==> src/rtl/dds_sweep_ctrl.sv <==
// Frequency-sweep scheduler for one DDS channel.
// Steps the channel frequency word from f_start to f_stop (and back, in triangle mode).
// Each word is held for a programmable dwell. The block also issues the
// phase-accumulator reset pulse.
//
// Ports:
//   sys_clk, sys_rst     clock, asynchronous active-high reset
//   cfg_valid/cfg_ready  config handshake; ready only while idle
//   f_start/f_stop/f_step/dwell/mode  sweep configuration, captured into shadow registers
//   start, stop          sweep start strobe / abort strobe
//   freq_ctrl            word driven to the DDS frequency input
//   phase_rst            one-cycle pulse to the DDS phase-accumulator reset
//   busy, dir            sweep in progress, current leg (0 up, 1 down)
//   sweep_done, cfg_err  one-cycle pulses: one-shot completion, rejected start
module dds_sweep_ctrl #(
  parameter int unsigned FW = 32,
  parameter int unsigned DW = 16
) (
  input  logic          sys_clk,
  input  logic          sys_rst,
  input  logic          cfg_valid,
  output logic          cfg_ready,
  input  logic [FW-1:0] f_start,
  input  logic [FW-1:0] f_stop,
  input  logic [FW-1:0] f_step,
  input  logic [DW-1:0] dwell,
  input  logic [1:0]    mode,
  input  logic          start,
  input  logic          stop,
  output logic [FW-1:0] freq_ctrl,
  output logic          phase_rst,
  output logic          busy,
  output logic          dir,
  output logic          sweep_done,
  output logic          cfg_err
);

  typedef enum logic [1:0] {StIdle, StDwell, StStep} state_e;

  state_e        state_q, state_d;
  logic [FW-1:0] start_q, start_d, stop_q, stop_d, step_q, step_d;
  logic [DW-1:0] dwell_q, dwell_d, cnt_q, cnt_d;
  logic [1:0]    mode_q, mode_d;
  logic [FW-1:0] freq_q, freq_d;
  logic          phase_rst_q, phase_rst_d, busy_q, busy_d, dir_q, dir_d;
  logic          done_q, done_d, err_q, err_d;
  logic [FW-1:0] eff_start, eff_stop, eff_step;

  // Next word on an up leg, clamped to lim; the extra bit catches carry-out.
  function automatic logic [FW-1:0] step_up(input logic [FW-1:0] cur, input logic [FW-1:0] inc,
                                            input logic [FW-1:0] lim);
    logic [FW:0] sum;
    sum = {1'b0, cur} + {1'b0, inc};
    return (sum >= {1'b0, lim}) ? lim : sum[FW-1:0];
  endfunction

  // Next word on a down leg, clamped to lim without ever underflowing.
  function automatic logic [FW-1:0] step_dn(input logic [FW-1:0] cur, input logic [FW-1:0] dec,
                                            input logic [FW-1:0] lim);
    if (cur < dec || (cur - dec) <= lim) return lim;
    return cur - dec;
  endfunction

  assign cfg_ready  = (state_q == StIdle);
  assign freq_ctrl  = freq_q;
  assign phase_rst  = phase_rst_q;
  assign busy       = busy_q;
  assign dir        = dir_q;
  assign sweep_done = done_q;
  assign cfg_err    = err_q;

  always_comb begin
    state_d     = state_q;
    start_d     = start_q;
    stop_d      = stop_q;
    step_d      = step_q;
    dwell_d     = dwell_q;
    mode_d      = mode_q;
    cnt_d       = cnt_q;
    freq_d      = freq_q;
    busy_d      = busy_q;
    dir_d       = dir_q;
    phase_rst_d = 1'b0;
    done_d      = 1'b0;
    err_d       = 1'b0;

    // A start in the handshake cycle sees the values being presented, not the old shadow.
    eff_start = cfg_valid ? f_start : start_q;
    eff_stop  = cfg_valid ? f_stop  : stop_q;
    eff_step  = cfg_valid ? f_step  : step_q;

    if (cfg_valid && cfg_ready) begin
      start_d = f_start;
      stop_d  = f_stop;
      step_d  = f_step;
      dwell_d = dwell;
      mode_d  = mode;
    end

    if (stop && state_q != StIdle) begin
      // Abort wins over any STEP update; freq_ctrl stays frozen.
      state_d = StIdle;
      busy_d  = 1'b0;
      dir_d   = 1'b0;
    end else begin
      unique case (state_q)
        StIdle: begin
          if (start && !stop) begin
            if (eff_start > eff_stop || eff_step == '0) begin
              err_d = 1'b1;
            end else begin
              state_d     = StDwell;
              freq_d      = eff_start;
              phase_rst_d = 1'b1;
              busy_d      = 1'b1;
              dir_d       = 1'b0;
              cnt_d       = '0;
            end
          end
        end
        StDwell: begin
          if (cnt_q == dwell_q) state_d = StStep;
          else                  cnt_d   = cnt_q + DW'(1);
        end
        StStep: begin
          state_d = StDwell;
          cnt_d   = '0;
          if (!dir_q) begin
            if (freq_q != stop_q) begin
              freq_d = step_up(freq_q, step_q, stop_q);
            end else if (!mode_q[0] || start_q == stop_q) begin
              // Sawtooth top, or a single-word triangle where top and bottom coincide.
              if (!mode_q[1]) begin
                state_d = StIdle;
                busy_d  = 1'b0;
                done_d  = 1'b1;
              end else if (!mode_q[0]) begin
                freq_d      = start_q;
                phase_rst_d = 1'b1;
              end
            end else begin
              dir_d  = 1'b1;
              freq_d = step_dn(stop_q, step_q, start_q);
            end
          end else begin
            if (freq_q != start_q) begin
              freq_d = step_dn(freq_q, step_q, start_q);
            end else if (!mode_q[1]) begin
              state_d = StIdle;
              busy_d  = 1'b0;
              dir_d   = 1'b0;
              done_d  = 1'b1;
            end else begin
              dir_d  = 1'b0;
              freq_d = step_up(start_q, step_q, stop_q);
            end
          end
        end
        default: state_d = StIdle;
      endcase
    end
  end

  always_ff @(posedge sys_clk or posedge sys_rst) begin
    if (sys_rst) begin
      state_q     <= StIdle;
      start_q     <= '0;
      stop_q      <= '0;
      step_q      <= '0;
      dwell_q     <= '0;
      mode_q      <= '0;
      cnt_q       <= '0;
      freq_q      <= '0;
      phase_rst_q <= 1'b0;
      busy_q      <= 1'b0;
      dir_q       <= 1'b0;
      done_q      <= 1'b0;
      err_q       <= 1'b0;
    end else begin
      state_q     <= state_d;
      start_q     <= start_d;
      stop_q      <= stop_d;
      step_q      <= step_d;
      dwell_q     <= dwell_d;
      mode_q      <= mode_d;
      cnt_q       <= cnt_d;
      freq_q      <= freq_d;
      phase_rst_q <= phase_rst_d;
      busy_q      <= busy_d;
      dir_q       <= dir_d;
      done_q      <= done_d;
      err_q       <= err_d;
    end
  end

endmodule

==> config.mk <==
export PLATFORM = sky130hd
export DESIGN_NAME = dds_sweep_ctrl
export DESIGN_NICKNAME = d
export VERILOG_FILES = /design/src/rtl/dds_sweep_ctrl.sv
export SDC_FILE = /design/constraint.sdc
export NUM_CORES = 1
export LEC_CHECK = 0
export CELL_PAD_IN_SITES_DETAIL_PLACEMENT = 2
export CELL_PAD_IN_SITES_GLOBAL_PLACEMENT = 2
export CORE_MARGIN = 2
export CORE_UTILIZATION = 30
export DETAILED_ROUTE_END_ITERATION = 10
export GPL_TIMING_DRIVEN = 0
export PLACE_DENSITY = 0.76
export SYNTH_ARGS = -nofsm -noshare
export SYNTH_HDL_FRONTEND = slang
export SYNTH_SLANG_ARGS = --single-unit
==> constraint.sdc <==
create_clock -name sys_clk -period 17 [get_ports sys_clk]
set_clock_uncertainty 0.1 [all_clocks]
set_input_delay 3.4 -clock sys_clk [delete_from_list [all_inputs] [get_ports sys_clk]]
set_output_delay 3.4 -clock sys_clk [all_outputs]
set_load 0.01 [all_outputs]
### After elaboration in Yosys (flattened, before gate mapping)

Index checks and enable logic that the tools add are counted.

| storage, ports and cells | value |
|---|---|
| register bits | 169 |
| latch bits | 0 |
| memory bits (writable) | 0 |
| memory bits (read-only) | 0 |
| input bits | 119 |
| output and inout port bits | 38 |
| logic and storage cells | 145 |
| memories kept | 0 |

| cells by class | value |
|---|---|
| $add $sub $neg | 5 |
| $mul | 0 |
| div/mod/pow operators | 0 |
| order comparisons | 7 |
| equality and inequality tests | 18 |
| shift operators | 0 |
| multiplexer cells | 81 |
| bitwise gates (word level) | 1 |
| reductions and logical operators | 20 |

Operators with widths:

| kind | number |
|---|---|
| 32-bit two-way mux | 18 |
| 32-bit by 32-bit adder with 33-bit output | 2 |
| 33-bit by 32-bit >= comparator with 1-bit output | 2 |
| 32-bit less-or-equal comparator | 2 |
| 32-bit less-than comparator | 2 |
| 32-bit != test | 2 |
| 32-bit one-hot mux with 2 select lines | 1 |
| 32-bit subtractor | 2 |
| 1-bit two-way mux | 48 |
| 16-bit two-way mux | 3 |
| 16-bit one-hot mux with 3 select lines | 1 |
| 32-bit == test | 1 |
| 32-bit greater-than comparator | 1 |
| 32-bit logical NOT | 1 |
| 16-bit by 1-bit adder with 16-bit output, second input constant | 1 |
| 16-bit == test | 1 |
| 4-bit != test, second input constant | 4 |
| 2-bit two-way mux | 6 |
| 5-bit != test, second input constant | 2 |
| 7-bit AND reduction | 1 |
| 3-bit != test, second input constant | 2 |
| 1-bit one-hot mux with 2 select lines | 3 |
| 2-bit one-hot mux with 3 select lines | 1 |
| 3-bit AND reduction | 2 |
| 14 further kinds | 23 |

### Depth between registers and ports, before layout

| depth | value |
|---|---|
| depth after elaboration | 14 |
| mapped depth | 25 |
| mapped depth without buffers | 23 |

### Worst setup path after synthesis

Ideal clock, no wire load.

| timing path | value |
|---|---|
| path type | input port to flip-flop |
| from | input cfg_valid |
| to | register freq_q[21] (netlist: freq_ctrl[21]) |
| library setup time | 0.129 ns |
| arrival time | 7.400 ns |
| required time | 16.771 ns |
| setup slack | 9.370 ns |
| stages | 19 |
| path buffers | 7 |
| cell sequence | buf_1 > clkbuf_1 > clkbuf_1 > buf_1 > mux2i_1 > ha_1 > nor2b_1 > o21a_1 > o21ai_0 > a21oi_1 > or3_1 > o21a_1 > or3_1 > buf_2 > and2_1 > buf_2 > buf_2 > a21oi_1 > o22ai_1 |

| between the ends | value |
|---|---|
| cells in the longest elaborated chain, start to end | 5 |
| elaborated cells between the ends (all ways) | 11 |

Ends and longest elaborated chain:

| item | line | text |
|---|---|---|
| from (decl) | 21 | `input logic cfg_valid,` |
| 32-bit two-way mux, on equally long branches | 88, 89, 90 |  |
| 32-bit greater-than comparator or 32-bit logical NOT (tied branches) | 109 | `if (eff_start > eff_stop \|\| eff_step == '0) begin` |
| 1-bit logical OR | 109 |  |
| 2-bit != test (no line) | n/a |  |
| 7-bit AND reduction (no line) | n/a |  |
| to (signal assigned) | 187 | `freq_q <= freq_d;` |
| to (decl) | 44 | `logic [FW-1:0] freq_q, freq_d;` |

Several ways; a longest one is shown, not always the timed one. The select of a mux whose other input is x is not followed.
A chain may end at the register's enable or synchronous reset.

### Worst setup path in the final report

| timing path | value |
|---|---|
| from | input cfg_valid |
| to | register freq_q[3] (netlist: freq_ctrl[3]) |

Same word-level chain as after synthesis.

==> results.toml <==
[setup_path]
crit_family = "buffers and inverters"
max_stage_delay_ns = 0.92
crit_end = "freq_ctrl[3]$_DFFE_PP0P_"
crit_required_ns = 17.35
reg2reg_to = "freq_ctrl[22]$_DFFE_PP0P_"
path_buf_inv = 6
regToRegSetupSlack_ns = 9.30
crit_chain = "clkdlybuf4s50_1, buf_1, clkbuf_1, clkbuf_1, buf_1, mux2i_1, ha_1, a21o_1, a21o_1, a21oi_1, nand2_1, or3_1, o21a_1, o31ai_1, clkbuf_1, nand3_1, nand3_1"
worstSetupStartpoint = "cfg_valid"
critPathSlowestCell = "buf_1"
cp_max_fo = 10
crit_top_cell = "clkbuf_1"
startpoint_type = "primary input"
crit_cells = 17
critical_path_class = "in -> reg"
r2r-start = "stop_q[0]$_DFFE_PP0P_"
critPathArrivalTime_ns = 11.08
end_kind = "register"
reg2regPathDepth = 23

[floorplanning]
start_util_pct = 30.19
die_area_mm2 = 0.07386
num_rows = 98
dieWidth_um = 271.8
core_area_mm2 = 0.07124
ioPinCount = 157
fp.dieH_um = 271.8

[clock_network]
htreeDepth = 4
cts_buffer_depth = 2
cts_tree = "yes"
post_cts.repair.setup_buffers = 0
cts.sinks = 169
cts_made_buffers = 17
cts_resized = 0
clock_latency_ns = 0.53
clk_pin_slew_ns = 0.09
cts-root-buf = "clkbuf_16"
ctsHoldBuffers = 0

[layout]
final_core_util_pct = 34.98
fillers = 8161
seqCellArea_mm2 = 0.004229
multi_input_area_mm2 = 0.01611
drive_gt1_share_pct = 5.161
nets = 3325
final_cell_mix = "289 x ha_1, 269 x nand2_1, 246 x o21ai_0"
final_common_cell = "ha_1"
syn2layout_area_growth_pct = 15.85

[yosys]
post_synth_num_cell_types = 92
syn_area_per_cell_um2 = 7.864
ys_seq_area_share_pct = 19.66
synth_fp_nets = 3147
synth_cells = 2735
yosys_most_used_dff = "dfrtp_1"
synth_seq_cells = 169
async_reset_ff_share_pct = 100.0
synth-edff-count = 0
synth_area_mm2 = 0.02151
yosysWarnings = 0

[power]
power.share.clock_pct = 6.7
ir_drop_mv = 0.08414
p_sw_share_pct = 62.49
power_frac_seq_pct = 13.1
power_density_mw_per_mm2 = 264.2
p_int_mw = 2.470
p_switching_mw = 4.114
p_comb_share_pct = 80.1
power_leakage_nw = 10.68

[global_route]
grtUsageMet2_pct = 53.29
grt_use_met3_pct = 5.511
overflow = 0
gr-usage-met1_pct = 47.65
busiest_layer = "met2"
grt_pass1_vias = 24830
grt_start_max_net_pins = 102
grt_pass1_wl_um = 183700
track_usage_pct = 34.74
antenna_found_initial = 2

[flow_run]
cap_violations = 0

[detailed_routing]
ant_nets = 0
dr.first_iter.drc_count = 2380
via_count = 23870
via_per_inst = 6.155
drcViolationCount = 0
routedWlPerCell_um = 33.44
dr.pass1.iters = 7
drt-total-wl_um = 129700

[place]
port_buffers = 155
dpl.hpwl_um = 108700
gp_congestion = 1.015

[worst_hold_path]
hp-class = "reg -> reg"
min_path_cells = 1

[sta]
slew_headroom_pct = 10.63
hold_violations = 0
setup_violations = 0
tightest_slew_ns = 1.332
rsz0062_at_grt = "false"
hold_ws_ns = 0.4217
finalSetupTns_ns = 0
period_share_pct = 63.11
post-route-min-period_ns = 10.73
fmax_mhz = 93.20
drv_slew = 0

[run_status]
outcome = "complete, no violations"
[final cells by class]
cell class              instances  area share (%)
plain buffers                 129           2.265
diodes                          2         0.02008
clock inverters                14          0.7180
clock buffers                  18           1.722
flip-flops and latches        169           16.97
multi-input cells            2275           64.65
repair buffers                159           6.417
well taps                     950           4.770
inverters                     162           2.470
[stage by stage]
stage	instances	cell area, um^2	total power [mW]	setup slack [ns]
2_1_floorplan	2735	21510	3.763	8.925
3_3_place_gp	3840	24250	5.678	5.378
3_5_place_dp	3843	24300	5.875	5.969
4_1_cts	3875	24910	6.372	6.480
5_1_grt	3876	24910	6.903	6.211
6_report	3878	24920	6.584	6.271
[per-layer routing]
metal  up-vias  part of all wire (%)
li1      10370                     -
met1     12310                    45
met2       991                    43
met3       196                   7.3
met4         0                   4.9
met5         -                     0
[power groups by stage]
stage | combinational [mW] | sequential, mW | clock (mW)
floorplan | 3.09 | 0.676 | 0
global route | 5.58 | 0.858 | 0.461
finish | 5.28 | 0.864 | 0.444
global placement | 4.84 | 0.840 | 0
CTS | 5.09 | 0.837 | 0.448
detailed placement | 5.03 | 0.844 | 0
[cell families after synthesis]
family	count (synthesis)	synth area share, %
AND/OR/NAND/NOR	788	17.62
AO/OA/AOI/OAI	874	26.32
XOR/XNOR	216	8.795
adder cells (fa/ha/maj)	293	17.18
buffers and inverters	291	5.451
flip-flops	169	19.66
multiplexers	104	4.974
[worst min-delay path by stage]
stage	slack [ns]	to	start
6_report	0.42	cnt_q[15]$_DFFE_PP0P_	cnt_q[15]$_DFFE_PP0P_
5_1_grt	0.43	cnt_q[15]$_DFFE_PP0P_	cnt_q[15]$_DFFE_PP0P_
4_1_cts	0.42	cnt_q[15]$_DFFE_PP0P_	cnt_q[15]$_DFFE_PP0P_
3_5_place_dp	0.40	cnt_q[15]$_DFFE_PP0P_	cnt_q[15]$_DFFE_PP0P_
3_3_place_gp	0.40	cnt_q[8]$_DFFE_PP0P_	cnt_q[8]$_DFFE_PP0P_
2_1_floorplan	0.37	cnt_q[15]$_DFFE_PP0P_	cnt_q[15]$_DFFE_PP0P_
[registers in the layout (all words and copies together), names as in the netlist, 2 cells and up]
name       cells
state_q        2
start_q       32
cnt_q         16
step_q        32
dwell_q       16
freq_ctrl     32
stop_q        32
mode_q         2
[synth_stat cells (7+ instances only)]
cell       instances  area [um^2]
nand3_1           52        260.3
o211ai_1          35        262.8
and3_1            24        150.1
a211o_1           11        96.34
buf_1             12        45.04
o21ai_0          246         1231
nor2_1           176        660.6
inv_1            158        593.1
a221o_1            7        70.07
a221oi_1          13        113.9
nand2_1          269         1010
ha_1             289         3616
nor3_1            38        190.2
a22oi_1           11        82.58
o31ai_1           25        187.7
mux2_2            23        259.0
dfrtp_1          169         4229
mux2i_1           81        810.8
nand4_1           69        431.7
and4_1             7        61.31
nor4_1            42        262.8
xor2_1            72        630.6
xnor2_1          144         1261
buf_2             34        170.2
o21bai_1          20        150.1
and2_1            15        93.84
o2111ai_1          7        61.31
a2111oi_0         13        113.9
o221a_2            7        78.83
o41ai_1            8        70.07
a21o_1            76        570.6
a21oi_1          229         1146
o21a_1            18        135.1
clkbuf_1          74        277.8
nand2b_1          26        162.7
o22ai_1            7        43.79
a211oi_1          41        307.8
buf_4              8        60.06
or3_1             12        75.07
nor2b_1           23        143.9
a31oi_1           25        156.4
Power figures use the tool's default switching activity.
